$ cat src/rtl/mult8_tdm_ctrl_if.sv
// Operand request and result hand-off bus for mult8_tdm_ctrl.
// The master side requests operands and consumes results; the slave side is the controller.
interface mult8_tdm_ctrl_if;
    logic        in_valid;
    logic        in_ready;
    logic [7:0]  a;
    logic [7:0]  b;
    logic        approx;
    logic        out_valid;
    logic        out_ready;
    logic [15:0] r;

    modport master (
        output in_valid, a, b, approx, out_ready,
        input  in_ready, out_valid, r
    );

    modport slave (
        input  in_valid, a, b, approx, out_ready,
        output in_ready, out_valid, r
    );
endinterface

$ cat src/rtl/mult8_tdm_ctrl.sv
// Time-multiplexed 8x8 unsigned multiplier: steps one shared 4x4 unit through the nibble
// products, shift-accumulates them, and returns the 16-bit result over valid/ready.
module mult8_tdm_ctrl #(
    parameter int unsigned CNT_W = 16
) (
    input  logic              clk,
    input  logic              rst_n,
    mult8_tdm_ctrl_if.slave   bus,
    output logic [3:0]        pp_x,
    output logic [3:0]        pp_y,
    input  logic [7:0]        pp_p,
    output logic              busy,
    output logic [CNT_W-1:0]  ops_done
);

    typedef enum logic [2:0] {StIdle, StLl, StHl, StLh, StHh, StDone} state_e;

    state_e           state_q, state_d;
    logic [7:0]       a_q, b_q;
    logic [15:0]      acc_q, acc_sum, addend;
    logic [15:0]      r_q;
    logic [CNT_W-1:0] ops_q;
    logic             accept, handoff;

    assign accept  = (state_q == StIdle) && bus.in_valid;
    assign handoff = (state_q == StDone) && bus.out_ready;

    always_ff @(posedge clk or negedge rst_n) begin
        if (!rst_n) begin
            state_q <= StIdle;
        end else begin
            state_q <= state_d;
        end
    end

    always_comb begin
        state_d = state_q;
        unique case (state_q)
            StIdle: if (bus.in_valid) state_d = bus.approx ? StHl : StLl;
            StLl:   state_d = StHl;
            StHl:   state_d = StLh;
            StLh:   state_d = StHh;
            StHh:   state_d = StDone;
            StDone: if (bus.out_ready) state_d = StIdle;
            default: state_d = StIdle;
        endcase
    end

    // Operands stay at zero outside the product states so the shared unit sees no toggling.
    always_comb begin
        pp_x   = 4'h0;
        pp_y   = 4'h0;
        addend = 16'h0;
        unique case (state_q)
            StLl: begin
                pp_x   = a_q[3:0];
                pp_y   = b_q[3:0];
                addend = {8'h00, pp_p};
            end
            StHl: begin
                pp_x   = a_q[7:4];
                pp_y   = b_q[3:0];
                addend = {4'h0, pp_p, 4'h0};
            end
            StLh: begin
                pp_x   = a_q[3:0];
                pp_y   = b_q[7:4];
                addend = {4'h0, pp_p, 4'h0};
            end
            StHh: begin
                pp_x   = a_q[7:4];
                pp_y   = b_q[7:4];
                addend = {pp_p, 8'h00};
            end
            default: ;
        endcase
    end

    assign acc_sum = acc_q + addend;

    always_ff @(posedge clk or negedge rst_n) begin
        if (!rst_n) begin
            a_q   <= 8'h00;
            b_q   <= 8'h00;
            acc_q <= 16'h0000;
            r_q   <= 16'h0000;
            ops_q <= '0;
        end else begin
            if (accept) begin
                a_q   <= bus.a;
                b_q   <= bus.b;
                acc_q <= 16'h0000;
            end else if (state_q != StIdle && state_q != StDone) begin
                acc_q <= acc_sum;
            end
            if (state_q == StHh) begin
                r_q <= acc_sum;
            end
            if (handoff && ops_q != {CNT_W{1'b1}}) begin
                ops_q <= ops_q + 1'b1;
            end
        end
    end

    assign bus.in_ready  = (state_q == StIdle);
    assign bus.out_valid = (state_q == StDone);
    assign bus.r         = r_q;
    assign busy          = (state_q != StIdle);
    assign ops_done      = ops_q;

endmodule

$ cat src/flat_wrapper.sv
// flat-port wrapper written by rule: the top's interface ports become plain ports
module mult8_tdm_ctrl_flat 
#(
    parameter int unsigned CNT_W = 16
)
  (clk, rst_n, pp_x, pp_y, pp_p, busy, ops_done, bus_in_valid, bus_a, bus_b, bus_approx, bus_out_ready, bus_in_ready, bus_out_valid, bus_r);
  mult8_tdm_ctrl_if bus_i ();
  input  logic clk;
  input  logic rst_n;
  output logic [3:0] pp_x;
  output logic [3:0] pp_y;
  input  logic [7:0] pp_p;
  output logic busy;
  output logic [CNT_W-1:0] ops_done;
  input wire logic [$bits(bus_i.in_valid)-1:0] bus_in_valid;
  input wire logic [$bits(bus_i.a)-1:0] bus_a;
  input wire logic [$bits(bus_i.b)-1:0] bus_b;
  input wire logic [$bits(bus_i.approx)-1:0] bus_approx;
  input wire logic [$bits(bus_i.out_ready)-1:0] bus_out_ready;
  output wire logic [$bits(bus_i.in_ready)-1:0] bus_in_ready;
  output wire logic [$bits(bus_i.out_valid)-1:0] bus_out_valid;
  output wire logic [$bits(bus_i.r)-1:0] bus_r;
  assign bus_i.in_valid = bus_in_valid;
  assign bus_i.a = bus_a;
  assign bus_i.b = bus_b;
  assign bus_i.approx = bus_approx;
  assign bus_i.out_ready = bus_out_ready;
  assign bus_in_ready = bus_i.in_ready;
  assign bus_out_valid = bus_i.out_valid;
  assign bus_r = bus_i.r;
  mult8_tdm_ctrl #(.CNT_W(CNT_W)) u_core (.clk(clk), .rst_n(rst_n), .bus(bus_i), .pp_x(pp_x), .pp_y(pp_y), .pp_p(pp_p), .busy(busy), .ops_done(ops_done));
endmodule
$ cat config.mk
export PLATFORM = sky130hd
export DESIGN_NAME = mult8_tdm_ctrl_flat
export DESIGN_NICKNAME = d
export VERILOG_FILES = /design/src/rtl/mult8_tdm_ctrl_if.sv /design/src/rtl/mult8_tdm_ctrl.sv /design/src/flat_wrapper.sv
export SDC_FILE = /design/constraint.sdc
export NUM_CORES = 1
export LEC_CHECK = 0
export CORE_MARGIN = 2
export CORE_UTILIZATION = 50
export CTS_BUF_LIST = sky130_fd_sc_hd__clkbuf_4
export DETAILED_ROUTE_END_ITERATION = 10
export PLACE_DENSITY = 0.77
export SYNTH_ARGS = -nofsm -noshare
export SYNTH_HDL_FRONTEND = slang
export SYNTH_SLANG_ARGS = --single-unit
$ cat constraint.sdc
create_clock -name clk -period 3.15 [get_ports clk]
set_input_delay 0.315 -clock clk [delete_from_list [all_inputs] [get_ports clk]]
set_output_delay 0.315 -clock clk [all_outputs]
set_load 0.01 [all_outputs]
Word-level counts from Yosys, hierarchy flattened
Cells that the tools add are included.
{"block": "word_totals", "output_inout_bits": 43, "reg_bits": 67, "wordCells": 39, "inputBits": 29}
{"block": "classes", "mux": 9, "n_eq_ne": 9, "n_addsub": 2, "n_reduce_logical": 13}
{"op": "$pmux 16 s3", "count": 1}
{"op": "$mux 16", "count": 2}
{"op": "$pmux 3 s6", "count": 1}
{"op": "$add 16x1->16 const B", "count": 1}
{"op": "$add 16x16->16", "count": 1}
{"op": "$ne 16x16->1 const B", "count": 1}
{"op": "$pmux 4 s2", "count": 2}
{"op": "$reduce_or 2->1", "count": 5}
{"op": "$eq 3x2->1 const B", "count": 2}
{"op": "$eq 3x3->1 const B", "count": 2}
{"op": "$mux 3", "count": 2}
{"op": "$logic_and 1x1->1", "count": 4}
{"op": "$ne 2x2->1 const B", "count": 2}
{"op": "$eq 3x1->1 const B", "count": 1}
{"op": "$logic_not 3->1", "count": 1}
{"op": "$ne 3x3->1 const B", "count": 1}
{"op": "$reduce_bool 3->1", "count": 1}
{"op": "$mux 2", "count": 1}
{"op": "$reduce_and 2->1", "count": 1}
{"op": "$reduce_bool 2->1", "count": 1}

Depth between registers and ports, before layout
Gate-level depths: netlist of the first run.
{"block": "logic_depth", "depth_word": 6, "mapped_depth": 12, "depth_no_buf": 11}

Worst setup path after synthesis of the first run
No wires, ideal clock.
{"block": "synth_timing", "path_type": "flip-flop to flip-flop", "start": "reg u_core.state_q[0]", "end": "reg u_core.acc_q[10]", "setup_time_ps": 130, "path_slack_ps": 342, "required_time_ps": 3020, "path_buffers": 1, "synth_period_minus_slack_ps": 2808, "arrival_ps": 2678, "path_stages_with_launch": 13, "path_cell_list": "dfrtp_1 -> buf_2 -> nor2b_1 -> nor2b_1 -> and2_1 -> ha_1 -> fa_1 -> a21o_1 -> a221oi_2 -> nor2_1 -> a211oi_1 -> xor2_1 -> o21ai_0"}
{"block": "synth_between", "elab_chain_len": 6, "word_cells_on_any_way": 15, "cone_classes": "1 x add/sub; 5 x eq/ne; 3 x mux; 6 x reduce/logical"}
{"element": "from (decl)", "line_no": "mult8_tdm_ctrl.sv:18", "rtl": "state_e state_q, state_d;"}
{"element": "from (signal assigned)", "line_no": "mult8_tdm_ctrl.sv:30", "rtl": "state_q <= StIdle;"}
{"element": "from (signal assigned)", "line_no": "mult8_tdm_ctrl.sv:32", "rtl": "state_q <= state_d;"}
{"element": "$eq 3x2->1", "line_no": "mult8_tdm_ctrl.sv:54", "rtl": "unique case (state_q)"}
{"element": "$reduce_or 2->1 (no source line)"}
{"element": "$pmux 16 s3", "line_no": "mult8_tdm_ctrl.sv:54"}
{"element": "$add 16x16->16", "line_no": "mult8_tdm_ctrl.sv:79", "rtl": "assign acc_sum = acc_q + addend;"}
{"element": "$mux 16", "line_no": "mult8_tdm_ctrl.sv:93", "rtl": "end else if (state_q != StIdle && state_q != StDone) begin"}
{"element": "$mux 16", "line_no": "mult8_tdm_ctrl.sv:89", "rtl": "if (accept) begin"}
{"element": "to (signal assigned)", "line_no": "mult8_tdm_ctrl.sv:94", "rtl": "acc_q <= acc_sum;"}
{"element": "to (decl)", "line_no": "mult8_tdm_ctrl.sv:20", "rtl": "logic [15:0] acc_q, acc_sum, addend;"}
Several ways; a longest one is shown, not always the timed one. The select of a mux whose other input is x is not followed.
A chain may end at the register's enable or synchronous reset.

Final worst setup path of the first run
{"block": "layout_timing", "start": "reg u_core.state_q[1]", "end": "out pp_x[2]"}
{"block": "layout_between", "elab_chain_len": 3, "word_cells_on_any_way": 7, "cone_classes": "4 x eq/ne; 1 x mux; 2 x reduce/logical"}
{"element": "$eq 3x2->1 (tied with other cells)", "line_no": "mult8_tdm_ctrl.sv:54"}
{"element": "$reduce_or 2->1 (no source line)"}
{"element": "$pmux 4 s2 (*)", "line_no": "mult8_tdm_ctrl.sv:54"}
{"element": "to (decl)", "line_no": "flat_wrapper.sv:10", "rtl": "output logic [3:0] pp_x;"}
Every way passes the cells marked *; elsewhere a longest branch is shown, timed or not.

==> results by group, run 1 <==
Placement
  • Dpl hpwl: 6.454 mm
  • Port bufs: between 70 and 80
  • Routability-driven placement congestion ratio: 0.8479

Final layout
  • Share of layout cells above drive strength 1: between 10% and 20%
  • Commonest non-fill, non-tap cell in the layout: clkdlybuf4s50_1
  • N_diodes: 0
  • Area Overhead vs Synth: 27.92%
  • Most frequent cells in the layout: clkdlybuf4s50_1, dfrtp_1, nand2_1, o21ai_0
  • Final Net Count: 520
  • Fill cells: 631

STA
  • Clk_skew: ~15 ps
  • RSZ-0062 raised after global routing: false
  • Hold WS: between 400 and 500 ps
  • Fin. max-slew vios: 0
  • TNS Setup: 0 ps
  • Endpoints failing setup: 0
  • F_max: between 300 and 400 MHz
  • Min Tclk post-route: 2932 ps
  • Final Hold Viols: 0
  • Worst-margin pin slew: 800.5 ps
  • Max_slew headroom: a little under half
  • Period utilization: 93.08%

GRT
  • Vias in the first global route: 3213
  • Largest net degree at the start of global routing: 36
  • Initial antenna violation count: 0
  • First-pass GRT wire length: 15.08 mm
  • Total congestion overflow: 0
  • Gr usage total: between 20% and 30%

Routing
  • Routed WL per cell: ~15 µm
  • Drt pass-1 iters: 5
  • Vias: around 3300
  • Routed WL: roughly 8.9 mm
  • Remaining DRCs: 0
  • Post-route ant nets: 0
  • Via density: 5.637
  • Initial DRC count: ~170

Clocking
  • CTS tree: done
  • Clk root buf: clkbuf_4
  • Total CTS buffers: 9
  • Maximum clock path buffer count: 2
  • H-tree depth: 3
  • Postcts setup bufs: 0
  • Clock sink count: 67
  • CTS clk-pin slew, worst paths: roughly 110 ps
  • Clock latency on the worst-skew pair: roughly 420 ps

Yosys
  • Syn Inst Count: a little under 400
  • Cell taking the most area after synthesis: dfrtp_1
  • Cell Area, Synth: about 0.0038 mm²
  • #FFs+latches synth: 67
  • Syn_nets: about 440
  • Post-synth EDFFs: 0
  • Area share of the largest cell type after synthesis: 44.28%
  • Distinct cells, synth: 48
  • Synth warn: 0
  • Prevailing post-synth register cell: dfrtp_1
  • Syn avg cell area: 9.561 µm²
  • Synth top area cells: dfrtp_1, mux2_2, nand2_1
  • Ys async rst share: between 90% and 100%
  • Register area share after synthesis: approximately 44%

Min path
  • Min-delay src: u_core.bus.r[2]
  • Hold path cells: 2
  • HP Class: flop to flop
  • WHS Endpoint: u_core.bus.r[2]

Setup path
  • Crit path max-delay family: buffers and inverters
  • WP data arrival: around 2600 ps
  • CP required: approximately 2800 ps
  • Worst Path Buf+Inv: 3
  • CP Depth: 7
  • Path depth of the worst reg2reg path: 10
  • Worst setup EP type: output port
  • RR Endpoint: u_core.acc_q[14]
  • Crit-path max FO: 9
  • CP max-delay cell: clkdlybuf4s50_1
  • R2R setup slack: between 200 and 300 ps
  • Max stage delay on crit path: a little under 600 ps
  • Worst setup SP type: flop
  • CP Class: flop to output port
  • CP cell instances: nor2_1, buf_4, and2_0, buf_4, nand2_1, o21ai_0, clkdlybuf4s50_1
  • RR Startpoint: u_core.state_q[1]
  • Most used cell, CP: buf_4

Die
  • Initial Utilization: 51.92%
  • Die width: just over 90 µm
  • Num rows: 31
  • Die Y: roughly 91 µm
  • Core area: 0.007292 mm²
  • Ports: a little over 70
  • Die footprint: 0.008285 mm²

Power and ir drop
  • Pleak: around 0.002 µW
  • Worst VDD drop: about 0.57 mV
  • Cell Pwr Density: around 960 mW/mm²
  • Pwr Total: about 4700 µW

Run status
  • Status: finished, final reports clean

Job
  • Number of max-cap violations: 0
## through the flow
step                std cells  utilization (%)  cell area [µm²]  setup WS, ps
global placement          561            63.66             4642         312.5
global route              578            66.42             4843         35.30
floorplan                 396                -             3786         342.1
CTS                       578            66.39             4841         169.8
finish                    578            66.42             4843         217.9
detailed placement        561            63.66             4642         285.2
## metal layers
layer	GRT usage (%)	part of all wire (%)	up-vias
met1	29.68	45	1574
met3	5.560	5.7	9
met2	37.47	48	86
li1	-	-	1589
met4	6.061	1.2	0
met5	0	0	-
## power by group
part           switching, µW  total [µW]  internal, µW
Sequential               226        1420          1200
Clock                    322         733           412
Combinational           1300        2500          1200
Total                   1850        4660          2810
## worst max path at each step
| stage | from | endpoint | slack (ps) |
|---|---|---|---|
| 2_1_floorplan | u_core.state_q[0] | u_core.acc_q[10] | 340 |
| 3_3_place_gp | pp_p[3] | u_core.acc_q[15] | 310 |
| 3_5_place_dp | pp_p[0] | u_core.bus.r[10] | 290 |
| 4_1_cts | u_core.state_q[1] | pp_y[0] | 170 |
| 5_1_grt | u_core.state_q[1] | pp_x[2] | 40 |
| 6_report | u_core.state_q[1] | pp_x[2] | 220 |
## flip-flops by register name, summed over array words and instances, names as in the netlist
register         cells
u_core.a_q           8
u_core.acc_q        16
u_core.b_q           8
u_core.bus.r        16
u_core.ops_done     16
u_core.state_q       3
## layout make-up
cell class / instances / area [µm²] / area share (%)
well taps: 99 / 123.9 / 2.557
flip-flops and latches: 67 / 1677 / 34.62
clock buffers: 10 / 75.07 / 1.550
inverters: 4 / 15.01 / 0.3100
multi-input cells: 306 / 2018 / 41.67
repair buffers: 86 / 820.8 / 16.95
clock inverters: 6 / 113.9 / 2.351
## cells by family after synthesis
family                     Yosys count  share of synthesized area [%]
AOI/OAI and AO/OA                   98                          16.59
xor gates and xnor gates            27                          6.246
adders and majority gates           17                          5.816
buffers and inverters               23                          2.479
DFF                                 67                          44.28
muxes                               20                          5.949
and+or+nand+nor                    144                          18.64
## synthesized netlist by cell type (2+ instances only)
master	instances
dfrtp_1	67
nand2_1	55
o21ai_0	39
mux2_2	20
nor2_1	20
xnor2_1	19
nand3_1	17
a21oi_1	16
ha_1	16
a22oi_1	11
clkbuf_1	11
xor2_1	8
nor2b_1	7
a211oi_1	6
and3_1	6
buf_2	6
nand4_1	6
nor3_1	6
and2_1	5
or3_1	5
a32o_1	4
inv_1	4
nor4_1	4
o21a_1	4
a21o_1	3
a22o_1	3
a31oi_1	2
and2b_1	2
buf_1	2
nand2_2	2
nand4b_1	2
o211ai_1	2
## repair_timing
action	4_1_cts	5_1_grt
hold buffers	1	0
resized for setup	0	1
endpoints found under the hold margin	31	0
endpoints found under the setup margin	0	1
## worst reg2reg max path, stage by stage, from the launching register on
cell and delay (ps):
dfrtp_1 500, nor2b_1 360, a22oi_1 120, nor2_1 190, ha_1 330, a211oi_1 410
o21ai_0 170, a21oi_1 180, o31ai_2 140, nor4_1 260, a311oi_1 80
Note: power is estimated with default switching activity, not from simulation.
==> run 2: changes to the inputs <==
Settings changed: GPL_ROUTABILITY_DRIVEN from default to 0.
==> run 2 against run 1 <==
Effect of this change:
- fmax is 2.3% higher
- non-clock buffer count unchanged
- sequential share of layout area up 0.33 points
- final area decreased by 0.96%
- sequential power about the same
- critical path depth is the same
- clock power down 21%
- die area is the same
- clock skew rose by 0.83 ps
- critical endpoint is now pp_y[3]
==> results by group, run 2 (synthesized netlist as in run 1, its figures left out) <==
Power and ir drop
  • Worst VDD drop: 0.5702 mV (+0.46%)
  • Combinational group share of total power: 55.7% (+2.0 points)
  • Cell Pwr Density: 938.1 mW/mm² (-2.4%)
  • Share of power burned in registers: 31.4% (+0.9 points)
  • NetSw: 1853 µW (+0.17%)
  • Clk pwr share: 12.8% (-3.0 points)
  • Pint: 2647 µW (-5.7%)
  • Net Sw Frac: 41.17% (+1.5 points)
  • Pleak: 0.002031 µW (-1.3%)

GRT
  • Largest net degree at the start of global routing: 35 (-2.8%)
  • Total congestion overflow: 0 (unchanged)
  • Vias in the first global route: 3262 (+1.5%)
  • Initial antenna violation count: 0 (unchanged)
  • Gr usage total: 22.42% (-0.18 points)
  • First-pass GRT wire length: 14.99 mm (-0.60%)

STA
  • Clk_skew: 16.16 ps (+0.8330 ps)
  • F_max: 348.9 MHz (+2.3%)
  • Min Tclk post-route: 2866 ps (-66.08 ps)
  • Final Hold Viols: 0 (unchanged)
  • Hold WS: 477.4 ps (-13.83 ps)
  • Fin. max-slew vios: 0 (unchanged)
  • Worst-margin pin slew: 736.3 ps (-64.23 ps)
  • Endpoints failing setup: 0 (unchanged)
  • TNS Setup: 0 ps (unchanged)
  • Max_slew headroom: 50.91% (+4.3 points)
  • Period utilization: 90.99% (-2.1 points)
  • RSZ-0062 raised after global routing: false

Setup path
  • Crit-path max FO: 9 (unchanged)
  • WP data arrival: 2550 ps (-70 ps)
  • CP required: 2830 ps (about the same)
  • CP Class: flop to output port
  • Worst setup SP type: flop
  • Worst setup EP type: output port

Die
  • Die footprint: 0.008285 mm² (unchanged)
  • Die width: 91.02 µm (unchanged)
  • Num rows: 31 (unchanged)
  • Ports: 72 (unchanged)
  • Initial Utilization: 51.92% (unchanged)
  • Die Y: 91.02 µm (unchanged)
  • Core area: 0.007292 mm² (unchanged)

Job
  • Number of max-cap violations: 0 (unchanged)

Clocking
  • Postcts setup bufs: 0 (unchanged)
  • CTS tree: done
  • H-tree depth: 3 (unchanged)
  • Total CTS buffers: 9 (unchanged)
  • Clock latency on the worst-skew pair: 430 ps (about the same)
  • Maximum clock path buffer count: 2 (unchanged)
  • Clk root buf: clkbuf_4
  • CTS clk-pin slew, worst paths: 120 ps (about the same)
  • Clock sink count: 67 (unchanged)

Routing
  • Vias: 3234 (-0.74%)
  • Remaining DRCs: 0 (unchanged)
  • Drt pass-1 iters: 5 (unchanged)
  • Via density: 5.595 (-0.74%)
  • Initial DRC count: 148 (-12%)
  • Routed WL per cell: 15.38 µm (+0.24%)
  • Routed WL: 8.890 mm (+0.24%)
  • Post-route ant nets: 0 (unchanged)

Final layout
  • N_diodes: 0 (unchanged)
  • Final Net Count: 520 (unchanged)
  • Area Overhead vs Synth: 26.70%
  • Commonest non-fill, non-tap cell in the layout: clkdlybuf4s50_1
  • Most frequent cells in the layout: clkdlybuf4s50_1, dfrtp_1, nand2_1, o21ai_0, mux2_2
  • Fill cells: 657 (+4.1%)
  • Share of layout cells above drive strength 1: 12.94% (unchanged)

Min path
  • HP Class: primary input to asynchronous set/reset pin

Placement
  • Dpl hpwl: 6.579 mm (+1.9%)
  • Port bufs: 71 (unchanged)

Run status
  • Status: finished, final reports clean
==> run 2: cell count changes in the layout (fill, tap and decap cells not counted) <==
cell and delta:
nor2_1 -1, clkinv_4 -1, clkinv_1 +1, inv_6 +1, bufinv_16 -2, nor2_2 +1, clkinvlp_4 +1
==> run 2: critical path, stage by stage, from the launching register on <==
cell             delay [ps]
dfrtp_1                 480
nor2_2                  220
buf_4                   170
and2_0                  290
buf_4                   210
nand2_1                  70
o21ai_0                 100
clkdlybuf4s50_1         590
==> run 2: power by group through the flow <==
stage,Combinational [µW],Clock [µW],Sequential [µW]
after detailed placement,2490,0,1430
after global routing,2780,636,1460
after floorplan,1600,0,1410
after CTS,2510,596,1410
final,2510,578,1420
after global placement,2420,0,1420
==> run 2: timing repair <==
| action | 4_1_cts | 5_1_grt |
|---|---|---|
| endpoints found under the hold margin | 32 | 0 |
| hold buffers | 1 | 0 |
| setup endpoints to repair | 0 | 6 |
| gates resized for setup | 0 | 2 |
==> run 2: final cells by class <==
cell class	count	area (µm²)	area share, %
repair buffers	86	820.8	17.11
clock inverters	6	65.06	1.356
multi-input cells	306	2021	42.12
flip-flops and latches	67	1677	34.95
well taps	99	123.9	2.582
clock buffers	10	75.07	1.565
inverters	4	15.01	0.3130
==> run 2: layer usage <==
layer / part of all wire [%] / GRT usage [%] / vias to the layer above / routed length, µm
met5: 0 / 0 / - / 0
met4: 1.6 / 7.197 / 0 / 138
met3: 6.6 / 6.224 / 15 / 589
met2: 48 / 36.73 / 106 / 4234
met1: 44 / 28.82 / 1531 / 3929
li1: - / - / 1582 / -
==> run 2: path summary, 6_finish.rpt <==
path	startpoint	endpoint	slack, ps	depth (start not counted)
max reg2reg	u_core.state_q[1]	u_core.acc_q[13]	310	9
max in group asynchronous	rst_n	u_core.b_q[1]	1920	3
min in group clk	u_core.bus.r[5]	u_core.bus.r[5]	490	2
max	u_core.state_q[1]	pp_y[3]	280	7
min reg2reg	u_core.bus.r[5]	u_core.bus.r[5]	490	2
min	rst_n	u_core.bus.r[6]	480	2
==> run 2: stage by stage <==
stage	utilization, %	cell area (µm²)	worst slack, ps	instances	total power (µW)
finish	65.79	4797	283.9	578	4500
global route	65.79	4797	77.33	578	4878
CTS	65.72	4792	111.0	578	4516
detailed placement	63.66	4642	214.9	561	3918
global placement	63.66	4642	302.0	561	3842
floorplan	-	3786	342.1	396	3014
